===== src/rtl/traffic_pkg.sv =====
// Shared state encoding, width helper and default timing for traffic_phase_ctrl.
package traffic_pkg;

  typedef enum logic [1:0] {
    GREEN  = 2'd0,
    YELLOW = 2'd1,
    ALLRED = 2'd2,
    PED    = 2'd3
  } tl_state_e;

  localparam int DEF_NUM_DIR     = 4;
  localparam int DEF_CNT_W       = 8;
  localparam int DEF_T_MIN_GREEN = 10;
  localparam int DEF_T_MAX_GREEN = 40;
  localparam int DEF_T_YELLOW    = 3;
  localparam int DEF_T_ALLRED    = 1;
  localparam int DEF_T_PED       = 8;

  function automatic int dir_w(input int n);
    return $clog2(n);
  endfunction

endpackage


===== src/rtl/traffic_phase_ctrl_if.sv =====
// Sensor-side inputs and lamp/status outputs of traffic_phase_ctrl.
// ped_req/walk exist only when TRAFFIC_PED_EN is defined.
interface traffic_phase_ctrl_if
  import traffic_pkg::*;
#(
  parameter int NUM_DIR = DEF_NUM_DIR,
  parameter int CNT_W   = DEF_CNT_W
) ();
  localparam int PW = dir_w(NUM_DIR);

  logic               tick;
  logic [NUM_DIR-1:0] car;
  logic [NUM_DIR-1:0] full;
  logic [PW-1:0]      phase;
  logic [NUM_DIR-1:0] green;
  logic [NUM_DIR-1:0] yellow;
  logic               allred;
  logic               mode_reg;
  logic               delay_reg;
  logic [CNT_W-1:0]   timer;
`ifdef TRAFFIC_PED_EN
  logic               ped_req;
  logic               walk;
`endif

  modport master (
    output tick, car, full,
    input  phase, green, yellow, allred, mode_reg, delay_reg, timer
`ifdef TRAFFIC_PED_EN
    , output ped_req
    , input  walk
`endif
  );

  modport slave (
    input  tick, car, full,
    output phase, green, yellow, allred, mode_reg, delay_reg, timer
`ifdef TRAFFIC_PED_EN
    , input  ped_req
    , output walk
`endif
  );

endinterface


===== src/rtl/traffic_phase_ctrl_rr_next_dir.sv =====
// Round-robin pick of the first requesting direction after cur_i (wrapping back
// to cur_i itself); with no request at all it simply advances by one.
module rr_next_dir
  import traffic_pkg::*;
#(
  parameter int  NUM_DIR = DEF_NUM_DIR,
  localparam int PW      = dir_w(NUM_DIR)
) (
  input  logic [NUM_DIR-1:0] req_i,
  input  logic [PW-1:0]      cur_i,
  output logic [PW-1:0]      nxt_o,
  output logic               any_o
);

  function automatic logic [PW-1:0] step(input logic [PW-1:0] cur, input int k);
    logic [PW:0] s;
    s = {1'b0, cur} + (PW+1)'(k);
    if (s >= (PW+1)'(NUM_DIR)) s = s - (PW+1)'(NUM_DIR);
    return s[PW-1:0];
  endfunction

  logic [PW-1:0] cand;
  logic          found;

  always_comb begin
    nxt_o = step(cur_i, 1);
    cand  = '0;
    found = 1'b0;
    for (int k = 1; k <= NUM_DIR; k++) begin
      cand = step(cur_i, k);
      if (!found && req_i[cand]) begin
        nxt_o = cand;
        found = 1'b1;
      end
    end
  end

  assign any_o = |req_i;

endmodule


===== src/rtl/traffic_phase_ctrl.sv =====
// N-direction demand-actuated traffic phase controller with green extension.
// Optional pedestrian walk phase enabled by TRAFFIC_PED_EN.
//   state  | meaning
//   GREEN  | phase direction green, extendable up to T_MAX_GREEN
//   YELLOW | phase direction yellow for T_YELLOW ticks
//   ALLRED | clearance, next direction chosen on exit
//   PED    | all red with walk lamp (TRAFFIC_PED_EN only)
module traffic_phase_ctrl
  import traffic_pkg::*;
#(
  parameter int NUM_DIR     = DEF_NUM_DIR,
  parameter int CNT_W       = DEF_CNT_W,
  parameter int T_MIN_GREEN = DEF_T_MIN_GREEN,
  parameter int T_MAX_GREEN = DEF_T_MAX_GREEN,
  parameter int T_YELLOW    = DEF_T_YELLOW,
  parameter int T_ALLRED    = DEF_T_ALLRED
`ifdef TRAFFIC_PED_EN
  , parameter int T_PED     = DEF_T_PED
`endif
) (
  input  logic                 clk,
  input  logic                 rst,
  traffic_phase_ctrl_if.slave  bus
);

  localparam int PW = dir_w(NUM_DIR);
  localparam logic [CNT_W:0] MIN_G = (CNT_W+1)'(T_MIN_GREEN);
  localparam logic [CNT_W:0] MAX_G = (CNT_W+1)'(T_MAX_GREEN);
  localparam logic [CNT_W:0] YEL_T = (CNT_W+1)'(T_YELLOW);
  localparam logic [CNT_W:0] AR_T  = (CNT_W+1)'(T_ALLRED);
`ifdef TRAFFIC_PED_EN
  localparam logic [CNT_W:0] PED_T = (CNT_W+1)'(T_PED);
`endif

  if (NUM_DIR < 2) begin : g_chk_dir
    $error("traffic_phase_ctrl: NUM_DIR must be at least 2");
  end
  if (T_MIN_GREEN < 1 || T_MAX_GREEN < T_MIN_GREEN || T_MAX_GREEN >= (1 << CNT_W)) begin : g_chk_green
    $error("traffic_phase_ctrl: green timing out of range");
  end
  if (T_YELLOW < 1 || T_ALLRED < 1 || T_YELLOW >= (1 << CNT_W) || T_ALLRED >= (1 << CNT_W)) begin : g_chk_clear
    $error("traffic_phase_ctrl: yellow/all-red timing out of range");
  end
`ifdef TRAFFIC_PED_EN
  if (T_PED < 1 || T_PED >= (1 << CNT_W)) begin : g_chk_ped
    $error("traffic_phase_ctrl: T_PED out of range");
  end
`endif

  tl_state_e          state_q, state_d;
  logic [PW-1:0]      phase_q, phase_d, rr_next;
  logic [CNT_W-1:0]   timer_q, timer_d;
  logic [CNT_W:0]     timer_inc;
  logic [NUM_DIR-1:0] cur_oh;
  logic               any_req, ext;
  logic               mode_q, delay_q, delay_d;
`ifdef TRAFFIC_PED_EN
  logic               ped_flag_q, ped_flag_d;
`endif

  rr_next_dir #(.NUM_DIR(NUM_DIR)) u_rr (
    .req_i (bus.car),
    .cur_i (phase_q),
    .nxt_o (rr_next),
    .any_o (any_req)
  );

  // Extend while the served queue is full, or it is the only direction waiting.
  assign cur_oh    = NUM_DIR'(1) << phase_q;
  assign ext       = bus.full[phase_q] | (bus.car[phase_q] & ~|(bus.car & ~cur_oh));
  assign timer_inc = {1'b0, timer_q} + (CNT_W+1)'(1);
  assign delay_d   = ext & (state_q == GREEN) & (timer_inc >= MIN_G);

  always_comb begin
    state_d = state_q;
    phase_d = phase_q;
    timer_d = timer_q;
`ifdef TRAFFIC_PED_EN
    ped_flag_d = ped_flag_q | bus.ped_req;
`endif
    if (bus.tick) begin
      timer_d = timer_inc[CNT_W-1:0];
      case (state_q)
        GREEN: begin
          if (timer_inc >= MAX_G || (timer_inc >= MIN_G && !ext)) state_d = YELLOW;
        end
        YELLOW: begin
          if (timer_inc >= YEL_T) state_d = ALLRED;
        end
        ALLRED: begin
          if (timer_inc >= AR_T) begin
`ifdef TRAFFIC_PED_EN
            if (ped_flag_q) begin
              state_d    = PED;
              ped_flag_d = 1'b0;
            end else begin
              state_d = GREEN;
              phase_d = rr_next;
            end
`else
            state_d = GREEN;
            phase_d = rr_next;
`endif
          end
        end
`ifdef TRAFFIC_PED_EN
        PED: begin
          if (timer_inc >= PED_T) begin
            state_d = GREEN;
            phase_d = rr_next;
          end
        end
`endif
        default: state_d = ALLRED;
      endcase
      if (state_d != state_q) timer_d = '0;
    end
  end

  always_ff @(posedge clk or posedge rst) begin
    if (rst) begin
      state_q <= ALLRED;
      phase_q <= PW'(NUM_DIR - 1);
      timer_q <= '0;
      mode_q  <= 1'b1;
      delay_q <= 1'b0;
    end else begin
      state_q <= state_d;
      phase_q <= phase_d;
      timer_q <= timer_d;
      mode_q  <= ~any_req;
      delay_q <= delay_d;
    end
  end

`ifdef TRAFFIC_PED_EN
  always_ff @(posedge clk or posedge rst) begin
    if (rst) ped_flag_q <= 1'b0;
    else     ped_flag_q <= ped_flag_d;
  end

  assign bus.walk   = (state_q == PED);
  assign bus.allred = (state_q == ALLRED) | (state_q == PED);
`else
  assign bus.allred = (state_q == ALLRED);
`endif

  assign bus.phase     = phase_q;
  assign bus.green     = (state_q == GREEN)  ? cur_oh : '0;
  assign bus.yellow    = (state_q == YELLOW) ? cur_oh : '0;
  assign bus.mode_reg  = mode_q;
  assign bus.delay_reg = delay_q;
  assign bus.timer     = timer_q;

endmodule


===== src/flat_wrapper.sv =====
// flat-port wrapper written by rule: the top's interface ports become plain ports
module traffic_phase_ctrl_flat import traffic_pkg::*;
#(
  parameter int NUM_DIR     = DEF_NUM_DIR,
  parameter int CNT_W       = DEF_CNT_W,
  parameter int T_MIN_GREEN = DEF_T_MIN_GREEN,
  parameter int T_MAX_GREEN = DEF_T_MAX_GREEN,
  parameter int T_YELLOW    = DEF_T_YELLOW,
  parameter int T_ALLRED    = DEF_T_ALLRED

)
  (clk, rst, bus_tick, bus_car, bus_full, bus_phase, bus_green, bus_yellow, bus_allred, bus_mode_reg, bus_delay_reg, bus_timer);
  traffic_phase_ctrl_if #(.NUM_DIR(NUM_DIR), .CNT_W(CNT_W)) bus_i ();
  input  logic clk;
  input  logic rst;
  input wire logic [$bits(bus_i.tick)-1:0] bus_tick;
  input wire logic [$bits(bus_i.car)-1:0] bus_car;
  input wire logic [$bits(bus_i.full)-1:0] bus_full;
  output wire logic [$bits(bus_i.phase)-1:0] bus_phase;
  output wire logic [$bits(bus_i.green)-1:0] bus_green;
  output wire logic [$bits(bus_i.yellow)-1:0] bus_yellow;
  output wire logic [$bits(bus_i.allred)-1:0] bus_allred;
  output wire logic [$bits(bus_i.mode_reg)-1:0] bus_mode_reg;
  output wire logic [$bits(bus_i.delay_reg)-1:0] bus_delay_reg;
  output wire logic [$bits(bus_i.timer)-1:0] bus_timer;
  assign bus_i.tick = bus_tick;
  assign bus_i.car = bus_car;
  assign bus_i.full = bus_full;
  assign bus_phase = bus_i.phase;
  assign bus_green = bus_i.green;
  assign bus_yellow = bus_i.yellow;
  assign bus_allred = bus_i.allred;
  assign bus_mode_reg = bus_i.mode_reg;
  assign bus_delay_reg = bus_i.delay_reg;
  assign bus_timer = bus_i.timer;
  traffic_phase_ctrl #(.NUM_DIR(NUM_DIR), .CNT_W(CNT_W), .T_MIN_GREEN(T_MIN_GREEN), .T_MAX_GREEN(T_MAX_GREEN), .T_YELLOW(T_YELLOW), .T_ALLRED(T_ALLRED)) u_core (.clk(clk), .rst(rst), .bus(bus_i));
endmodule

===== config.mk =====
export PLATFORM = sky130hd
export DESIGN_NAME = traffic_phase_ctrl_flat
export DESIGN_NICKNAME = d
export VERILOG_FILES = /design/src/rtl/traffic_pkg.sv /design/src/rtl/traffic_phase_ctrl_if.sv /design/src/rtl/traffic_phase_ctrl_rr_next_dir.sv /design/src/rtl/traffic_phase_ctrl.sv /design/src/flat_wrapper.sv
export SDC_FILE = /design/constraint.sdc
export NUM_CORES = 1
export LEC_CHECK = 0
export BUFFER_PORTS_ARGS = -buffer_cell sky130_fd_sc_hd__buf_2
export CORE_ASPECT_RATIO = 0.7
export CORE_UTILIZATION = 35
export CTS_BUF_LIST = sky130_fd_sc_hd__clkbuf_8
export DETAILED_ROUTE_END_ITERATION = 8
export PLACE_DENSITY = 0.55
export SYNTH_ARGS = -nofsm -noshare
export SYNTH_HDL_FRONTEND = slang
export SYNTH_SLANG_ARGS = --single-unit

===== constraint.sdc =====
create_clock -name clk -period 4.3 [get_ports clk]
set_input_delay 0.215 -clock clk [delete_from_list [all_inputs] [get_ports clk]]
set_output_delay 0.215 -clock clk [all_outputs]
set_load 0.02 [all_outputs]

==> metrics, run 1 <==
Peak VDD IR=roughly 0.31 mV; Final Wtd Congestion=a little under 0.9; CTS resizes=0; Synth Register Bits=14; I/O pins=32; Hold Path Class=input port to async pin; Clock Tree Buf Depth=2; DRT iter0 DRCs=between 70 and 80; largest net degree at the start of global routing=17; type of the worst setup path=register to register; cells along the critical path=inv_1 -> ha_1 -> inv_1 -> a311oi_1 -> o221ai_1 -> a31oi_1 -> a21o_2 -> o22ai_1; Pre-antenna DRT Iters=4; GRT overflow=0; Post-Synthesis Cells=~160; first-pass GRT wire length=between 5000 and 6000 um; vias in the first global route=between 1000 and 1500; # DRC=0; Syn Nets=~170; Hold WS=0.0150 ns; fin nets=around 200; root buffer cell=clkbuf_8; outcome=complete, no violations; ys flop type=dfrtp_1; Yosys top cell area share=18.0%; Max H-tree Level=1; Util after Layout=43.2%; antenna violations before repair=0; leakage power=just over 0.7 nW; WL final=about 3400 um; max_cap viols=0; EDFF count, synth=0; min Tclk post-route=2.45 ns; final setup vio count=0; PwrDens=just under 700 nW/um2; worst path buffer plus inverter count=2; post-synthesis sequential area ratio=between 20% and 30%; core area=between 3000 and 4000 um2; Die X=~77 um; Starting Density=between 30 and 40%; GRT Total Usage=between 10% and 20%; clk_lat worst skew=about 0.25 ns; PortBufs=31; Reg clk slew, reported paths=0.06 ns; cell repeated most along the worst path=inv_1; Yosys cell types=54; Largest register FFs=8; via count=1238; Clock Skews=~0.0024 ns; Syn Area/Cell=approximately 9 um2; cts hold-fix bufs=0; kind of end point of the critical path=register; area grow syn2layout=13.8%; pins over their slew limit=0; DR WL/cell=between 10 and 15 um; HPWL after detailed placement=2660 um; Post-Route Setup TNS=0 ns; # clock sinks=14; Max FO, Critical Path=11; RSZ-0062 raised after global routing=false; Synthesis Warnings=0; Vias per Instance=between 5 and 6; Die Ht=approximately 55 um; top post-synthesis cells by count=14 x inv_1, 11 x nand2_1, 10 x and2_1, 10 x dfrtp_1; die area=approximately 4200 um2; CTS tree=yes; Worst slew margin=about three fifths; WP data required=between 4 and 5 ns; Tightest Pin Transition=~0.58 ns; Synth async-reset ratio=100%; clock buffer count from CTS=3; Critical Path Start Type=register; Antenna Nets Post-Route=0; share of cells above drive strength 1=30.0%; Setup Buffers After CTS=0; max incr delay on CP=0.51 ns; Arr. time, crit path=roughly 2.6 ns; Max Fclk=about 400 MHz; fin crit share=57.0%; slowest cell on the critical path=dfrtp_1; count leader, synth=inv_1; Synth area leader=dfrtp_1; Worst path top cell family by delay=compound AO/OA/AOI/OAI gates; ranking of synthesized cells by area=dfrtp_1 18%, dfstp_2 7.5%, ha_1 6.3%; diode count=0; Placement Rows=18; Final Hold Vio Count=0; synthesized area=1390 um2
[stage by stage]
step / instance area, um2 / total power [mW] / cells / setup slack (ns)
after floorplan: 1390 / 0.825 / 156 / 1.94
after global placement: 1540 / 0.974 / 226 / 1.95
after detailed placement: 1540 / 0.978 / 226 / 1.85
after CTS: 1590 / 1.10 / 230 / 1.84
after global routing: 1590 / 1.20 / 230 / 1.56
final: 1590 / 1.09 / 230 / 1.85
[cell usage in the layout, fill, tap and decap left out, drive strengths merged, types with 2 or more instances in the layout]
master,count
buf,31
inv,15
nand2,11
and2,10
dfrtp,10
nand3,7
nand2b,7
ha,7
nor2,6
o21ai,6
a21oi,5
mux2i,4
dfstp,4
a31oi,3
mux4,3
a221o,3
o22ai,3
nor2b,3
clkbuf,3
mux2,3
a211oi,2
nor4,2
a2111o,2
a311oi,2
a41oi,2
xnor2,2
nand4,2
o211ai,2
[where the power goes]
part           switching, mW  internal (mW)  total (mW)
combinational          0.405          0.291       0.696
clock                 0.0519         0.0633       0.115
sequential            0.0973          0.184       0.282
total                  0.554          0.539        1.09
[final timing paths]
path                                                 startpoint                              end  slack [ns]  cells after the start
worst max-delay path            u_core.bus.timer[0]$_DFFE_PP0P_  u_core.bus.timer[1]$_DFFE_PP0P_        1.85                      8
min in group clk                                     bus_car[3]    u_core.bus.mode_reg$_DFF_PP1_        0.14                      2
worst max register to register  u_core.bus.timer[0]$_DFFE_PP0P_  u_core.bus.timer[1]$_DFFE_PP0P_        1.85                      8
worst min-delay path                                        rst  u_core.bus.timer[6]$_DFFE_PP0P_        0.02                      2
max in group asynchronous                                   rst  u_core.bus.timer[0]$_DFFE_PP0P_        3.90                      2
worst min register to register    u_core.state_q[1]$_DFFE_PP1P_    u_core.state_q[1]$_DFFE_PP1P_        0.61                      1
[final cells by class]
cell class                 instances  area (um2)
clock buffer                       3        41.3
sequential                        14         355
timing repair buffer              31         155
clock inverter                     1        3.75
multi-input combinational        116         912
fill                             367        2080
tap                               50        62.6
inverter                          15        56.3
[per-layer routing]
layer | track usage (%) | up-vias | part of all wire, %
met2 | 26.1 | 30 | 42
met5 | 0 | - | 0
met1 | 25.9 | 580 | 53
li1 | - | 626 | -
met3 | 3.83 | 2 | 3.9
met4 | 5.66 | 0 | 0.78
[cells by family after synthesis]
kind of cell	Yosys count	share of synthesized area, %
muxes	10	10.1
adders and majority gates	7	6.28
DFF	14	25.5
and+or+nand+nor	55	22.1
AOI/OAI and AO/OA	42	25.7
xor gates and xnor gates	2	1.26
buffers and inverters	26	9.07
No activity file was read; power rests on OpenSTA's default activity.
==> inputs of run 2 (changes only) <==
clock period = 2.5 ns   (was 4.3 ns; I/O delays follow)
==> run 2 against run 1 <==
Final cell count is 2.6% higher. Largest cell class unchanged. Sequential power is 59% higher. Sequential share of layout area is 0.78 points lower. Clock skew is 0.0011 ns lower. Critical path type unchanged. Die area stayed put. Clock-buffer cell count stayed put.
==> metrics, run 2 (synthesized netlist as in run 1, its figures left out) <==
Max H-tree Level=1 (unchanged); final setup vio count=0 (unchanged); leakage power=0.753 nW (+4.1%); CTS tree=yes; Critical Path Start Type=register; Arr. time, crit path=2.55 ns (-0.03 ns); placed cell areas=1590 um2 (+2.9%); Final Hold Vio Count=0 (unchanged); Starting Density=38.0% (unchanged); Max FO, Critical Path=10 (-1); Die X=77.4 um (unchanged); Largest register FFs=8 (unchanged); Antenna Nets Post-Route=0 (unchanged); Hold Path Class=input port to register; Tightest Pin Transition=0.589 ns (+0.00703 ns); diode count=0 (unchanged); Die Ht=54.8 um (unchanged); DR WL/cell=15.1 um (+0.74%); die area=4240 um2 (unchanged); Worst slew margin=60.7% (-0.47 points); Final Wtd Congestion=0.892 (+2.2%); PortBufs=31 (unchanged); Peak VDD IR=0.512 mV (+67%); Vias per Instance=5.50 (+2.2%); Pre-antenna DRT Iters=4 (unchanged); most common library cell in the layout ignoring fill and taps=buf_2; HPWL after detailed placement=2790 um (+5.0%); RSZ-0062 raised after global routing=false; clk_lat worst skew=0.24 ns (about the same); Design Area, Final=1640 um2 (+3.6%); slowest cell on the critical path=dfrtp_1; largest net degree at the start of global routing=17 (unchanged); Worst path top cell family by delay=compound AO/OA/AOI/OAI gates; vias in the first global route=1132 (+0.44%); area grow syn2layout=18.0%; WP data required=2.67 ns (-1.75 ns); I/O pins=32 (unchanged); antenna violations before repair=0 (unchanged); root buffer cell=clkbuf_8; worst path buffer plus inverter count=0 (-2); Reg clk slew, reported paths=0.06 ns (about the same); GRT overflow=0 (unchanged); most frequent cells in the layout=31 x buf_2, 14 x inv_1, 11 x nand2_1; clock buffer count from CTS=3 (unchanged); first-pass GRT wire length=5730 um (+1.2%); max_cap viols=0 (unchanged); core area=3670 um2 (unchanged); GRT Total Usage=18.1% (+0.28 points); # DRC=0 (unchanged); fin nets=206 (+3.5%); DRT iter0 DRCs=167 (+130%); max incr delay on CP=0.48 ns (-0.03 ns); share of cells above drive strength 1=32.8% (+2.8 points); fin crit share=95.2% (+38 points); type of the worst setup path=register to register; Clock Skews=0.00130 ns (-0.00106 ns); min Tclk post-route=2.38 ns (-0.0733 ns); kind of end point of the critical path=register; Post-Route Setup TNS=0 ns (unchanged); PwrDens=1180 nW/um2 (+72%); pins over their slew limit=0 (unchanged); Placement Rows=18 (unchanged); # clock sinks=14 (unchanged); Clock Tree Buf Depth=2 (unchanged); FILL cells=364 (-0.82%); Max Fclk=420 MHz (+3.1%); WL final=3560 um (+3.4%); via count=1298 (+4.8%); cells along the critical path=ha_1 -> and3_4 -> or4_4 -> o21ai_4 -> o211ai_4 -> a2111o_1 -> o211ai_2; outcome=complete, no violations
-- run 2: worst register-to-register path, stage by stage, from the launching register on --
cell and delay (ns):
dfrtp_1 0.48, ha_1 0.33, and3_4 0.20, or4_4 0.43, o21ai_4 0.22, o211ai_4 0.14, a2111o_1 0.45, o211ai_2 0.06
-- run 2: worst paths after layout --
kind / start / to / slack [ns] / cells after the start
worst min-delay path: bus_car[2] / u_core.bus.mode_reg$_DFF_PP1_ / 0.07 / 2
min in group asynchronous: rst / u_core.bus.timer[7]$_DFFE_PP0P_ / 0.48 / 3
max in group asynchronous: rst / u_core.state_q[0]$_DFFE_PP0P_ / 1.63 / 3
worst max-delay path: u_core.bus.timer[1]$_DFFE_PP0P_ / u_core.bus.timer[2]$_DFFE_PP0P_ / 0.12 / 7
worst max register to register: u_core.bus.timer[1]$_DFFE_PP0P_ / u_core.bus.timer[2]$_DFFE_PP0P_ / 0.12 / 7
worst min register to register: u_core.state_q[1]$_DFFE_PP1P_ / u_core.state_q[1]$_DFFE_PP1P_ / 0.61 / 1
-- run 2: through the flow --
stage	hold WS, ns	total power [mW]	util (%)	std cells	setup slack (ns)
final	0.0713	1.95	44.8	236	0.121
after detailed placement	0.212	1.75	43.2	232	0.101
after CTS	0.0615	1.95	44.6	236	0.0623
after global routing	0.0803	2.13	44.8	236	0.0194
after global placement	0.202	1.74	43.2	232	0.143
after floorplan	0.0114	1.42	-	156	0.139
-- run 2: where the power goes --
group / switching [mW] / internal [mW]
clock network: 0.0793 / 0.107
registers: 0.130 / 0.318
logic: 0.756 / 0.557
total: 0.965 / 0.982
-- run 2: layout make-up --
type | instances | area [um2] | area share [%]
multi-input combinational | 116 | 918 | 55.9
sequential | 14 | 355 | 21.6
timing repair buffer | 38 | 210 | 12.8
tap | 50 | 62.6 | 3.81
inverter | 15 | 56.3 | 3.42
clock buffer | 3 | 41.3 | 2.51
-- run 2: per-layer routing --
metal  wire [um]  up-vias  track usage (%)  part of all wire [%]
met2        1580       33             28.2                    45
met5           0        -                0                     0
met1        1730      627             26.3                    49
met4          21        0             3.77                  0.59
li1            -      636                -                     -
met3         225        2             3.17                   6.3
-- run 2: repair_timing --
action / CTS / global route
endpoints found under the hold margin: 10 / 0
setup buffers: 0 / 0
gates resized for setup: 0 / 1
hold buffers: 1 / 0
endpoints found under the setup margin: 0 / 6
==> inputs of run 3 (changes only) <==
CELL_PAD_IN_SITES_DETAIL_PLACEMENT = 0   (was default)
CELL_PAD_IN_SITES_GLOBAL_PLACEMENT = 1   (was default)
PLACE_DENSITY = default   (was 0.55)
PLACE_DENSITY_LB_ADDON = 0.12   (was default)
==> run 3 against run 2 <==
Maximum frequency is 0.13% lower. Global-route usage is 0.45 points higher. Clock-buffer cell count stayed put. Combinational power hardly changed. First-iteration DRC count is 57% lower. Sequential power is 3% higher. Final cell count is 1.7% higher. Final area is 1.2% higher. Critical path depth stayed put. Via count is 2.4% higher. Highest routed layer unchanged.
==> metrics, run 3 (synthesized netlist as in run 1, its figures left out) <==
Design Area, Final=1660 um2 (+1.2%); Die Ht=54.8 um (unchanged); PortBufs=31 (unchanged); diode count=0 (unchanged); storage element area=355 um2 (unchanged); placed cell areas=1610 um2 (+1.4%); Max Fclk=420 MHz (-0.13%); r2r endpoint=u_core.bus.timer[2]$_DFFE_PP0P_; highest routed metal layer=met4; PwrDens=1200 nW/um2 (+1.2%); Final Hold Vio Count=0 (unchanged); root buffer cell=clkbuf_8; DRT iter0 DRCs=72 (-57%); fin crit share=95.3% (+0.13 points); min Tclk post-route=2.38 ns (+0.00320 ns); Antenna Nets Post-Route=0 (unchanged); clock buffer count from CTS=3 (unchanged); Clock Tree Buf Depth=2 (unchanged); reg2reg path depth=7 (unchanged); fin nets=209 (+1.5%); max incr delay on CP=0.48 ns (about the same); Vias per Instance=5.54 (+0.68%); Die X=77.4 um (unchanged); Max H-tree Level=1 (unchanged); Hold Startpoint=bus_car[3]; Hold Path Depth=2 (unchanged); leakage power=0.773 nW (+2.6%); largest net degree at the start of global routing=17 (unchanged); cells along the critical path=ha_1 -> and3_4 -> or4_4 -> o21ai_4 -> o211ai_4 -> a2111o_1 -> o211ai_2; kind of end point of the critical path=register; reg-to-reg slack, setup=0.12 ns (about the same); DR WL/cell=15.6 um (+3.3%); most common library cell in the layout ignoring fill and taps=buf_2; slowest cell on the critical path=dfrtp_1; met3 WL=133 um (-41%); most frequent cells in the layout=31 x buf_2, 15 x inv_1, 11 x nand2_1; CTS tree=yes; pins over their slew limit=0 (unchanged); type of the worst setup path=register to register; wire length on met1=1920 um (+11%); Tightest Pin Transition=0.583 ns (-0.00520 ns); I/O pins=32 (unchanged); # clock sinks=14 (unchanged); Placement Rows=18 (unchanged); WP data required=2.67 ns (about the same); final worst setup slack=0.118 ns (-0.00319 ns); # DRC=0 (unchanged); Max FO, Critical Path=10 (unchanged); final setup vio count=0 (unchanged); GRT Total Usage=18.6% (+0.45 points); antenna violations before repair=0 (unchanged); first-pass GRT wire length=5980 um (+4.2%); Starting Density=38.0% (unchanged); Peak VDD IR=0.596 mV (+16%); hold path endpoint=u_core.bus.mode_reg$_DFF_PP1_; Hold Path Class=input port to register; RSZ-0062 raised after global routing=false; Setup Buffers After CTS=0 (unchanged); area occupied by multi-input gates=912 um2 (-0.68%); vias in the first global route=1187 (+4.9%); Clock Skews=0.00372 ns (+0.00242 ns); max_cap viols=0 (unchanged); via count=1329 (+2.4%); die area=4240 um2 (unchanged); Reg clk slew, reported paths=0.06 ns (about the same); WL final=3740 um (+5.0%); FILL cells=360 (-1.1%); core area=3670 um2 (unchanged); R2R Path Start=u_core.bus.timer[1]$_DFFE_PP0P_; clk_lat worst skew=0.25 ns (about the same); Worst slew margin=61.1% (+0.35 points); WL met2=1650 um (+4.4%); Arr. time, crit path=2.55 ns (about the same); GRT overflow=0 (unchanged); Critical Path Start Type=register; Pre-antenna DRT Iters=4 (unchanged); area grow syn2layout=19.4%; share of cells above drive strength 1=33.2% (+0.36 points); Final Wtd Congestion=0.836 (-6.3%); outcome=complete, no violations; DP Worst Slack=0.144 ns (+0.0426 ns); HPWL after detailed placement=2940 um (+5.4%); Largest register FFs=8 (unchanged); Post-Route Setup TNS=0 ns (unchanged)
run 3: cell count changes in the layout (fill, tap and decap cells not counted), sizes merged:
cell / before / now
buf: 37 / 40
inv: 14 / 15
run 3: how the worst max path moves through the flow:
stage | startpoint | end | slack, ns
floorplan | u_core.bus.timer[1]$_DFFE_PP0P_ | u_core.bus.timer[2]$_DFFE_PP0P_ | 0.14
global placement | u_core.bus.timer[1]$_DFFE_PP0P_ | u_core.bus.timer[2]$_DFFE_PP0P_ | 0.20
detailed placement | u_core.bus.timer[1]$_DFFE_PP0P_ | u_core.bus.timer[2]$_DFFE_PP0P_ | 0.14
CTS | u_core.bus.timer[1]$_DFFE_PP0P_ | u_core.bus.timer[2]$_DFFE_PP0P_ | 0.13
global route | u_core.bus.timer[1]$_DFFE_PP0P_ | u_core.bus.timer[2]$_DFFE_PP0P_ | 0.03
finish | u_core.bus.timer[1]$_DFFE_PP0P_ | u_core.bus.timer[2]$_DFFE_PP0P_ | 0.12
run 3: what timing repair did:
| action | 4_1_cts | 5_1_grt |
|---|---|---|
| resized for setup | 0 | 0 |
| endpoints found under the hold margin | 10 | 0 |
| hold buffers | 1 | 0 |
run 3: per-layer routing:
layer	up-vias	GRT usage, %
met4	0	4.40
li1	643	-
met3	4	3.83
met1	660	26.6
met2	22	28.6
met5	-	0
run 3: through the flow:
| stage | total power [mW] | utilization (%) | hold slack [ns] | instances |
|---|---|---|---|---|
| after floorplan | 1.42 | - | 0.0114 | 156 |
| after global routing | 2.16 | 45.3 | 0.0691 | 240 |
| after global placement | 1.77 | 43.8 | 0.193 | 235 |
| after CTS | 1.99 | 45.3 | 0.0782 | 240 |
| final | 1.99 | 45.3 | 0.0878 | 240 |
| after detailed placement | 1.79 | 43.8 | 0.217 | 235 |
run 3: area by class of cell:
| class | instances | area share (%) |
|---|---|---|
| Multi-Input combinational cell | 116 | 54.8 |
| Sequential cell | 14 | 21.4 |
| Timing Repair Buffer | 41 | 14.0 |
| Tap cell | 50 | 3.76 |
| Inverter | 15 | 3.38 |
| Clock buffer | 3 | 2.48 |
| Clock inverter | 1 | 0.226 |
run 3: where the power goes:
part,switching [mW],internal (mW)
clock network,0.0848,0.109
logic,0.758,0.582
registers,0.142,0.318
total,0.985,1.01
run 3: critical path, delay by kind of cell, from the launching register on:
family | cells | cell delay (ns)
AO/OA/AOI/OAI | 4 | 0.87
AND/OR/NAND/NOR | 2 | 0.63
flip-flops | 1 | 0.48
adder cells (fa/ha/maj) | 1 | 0.33
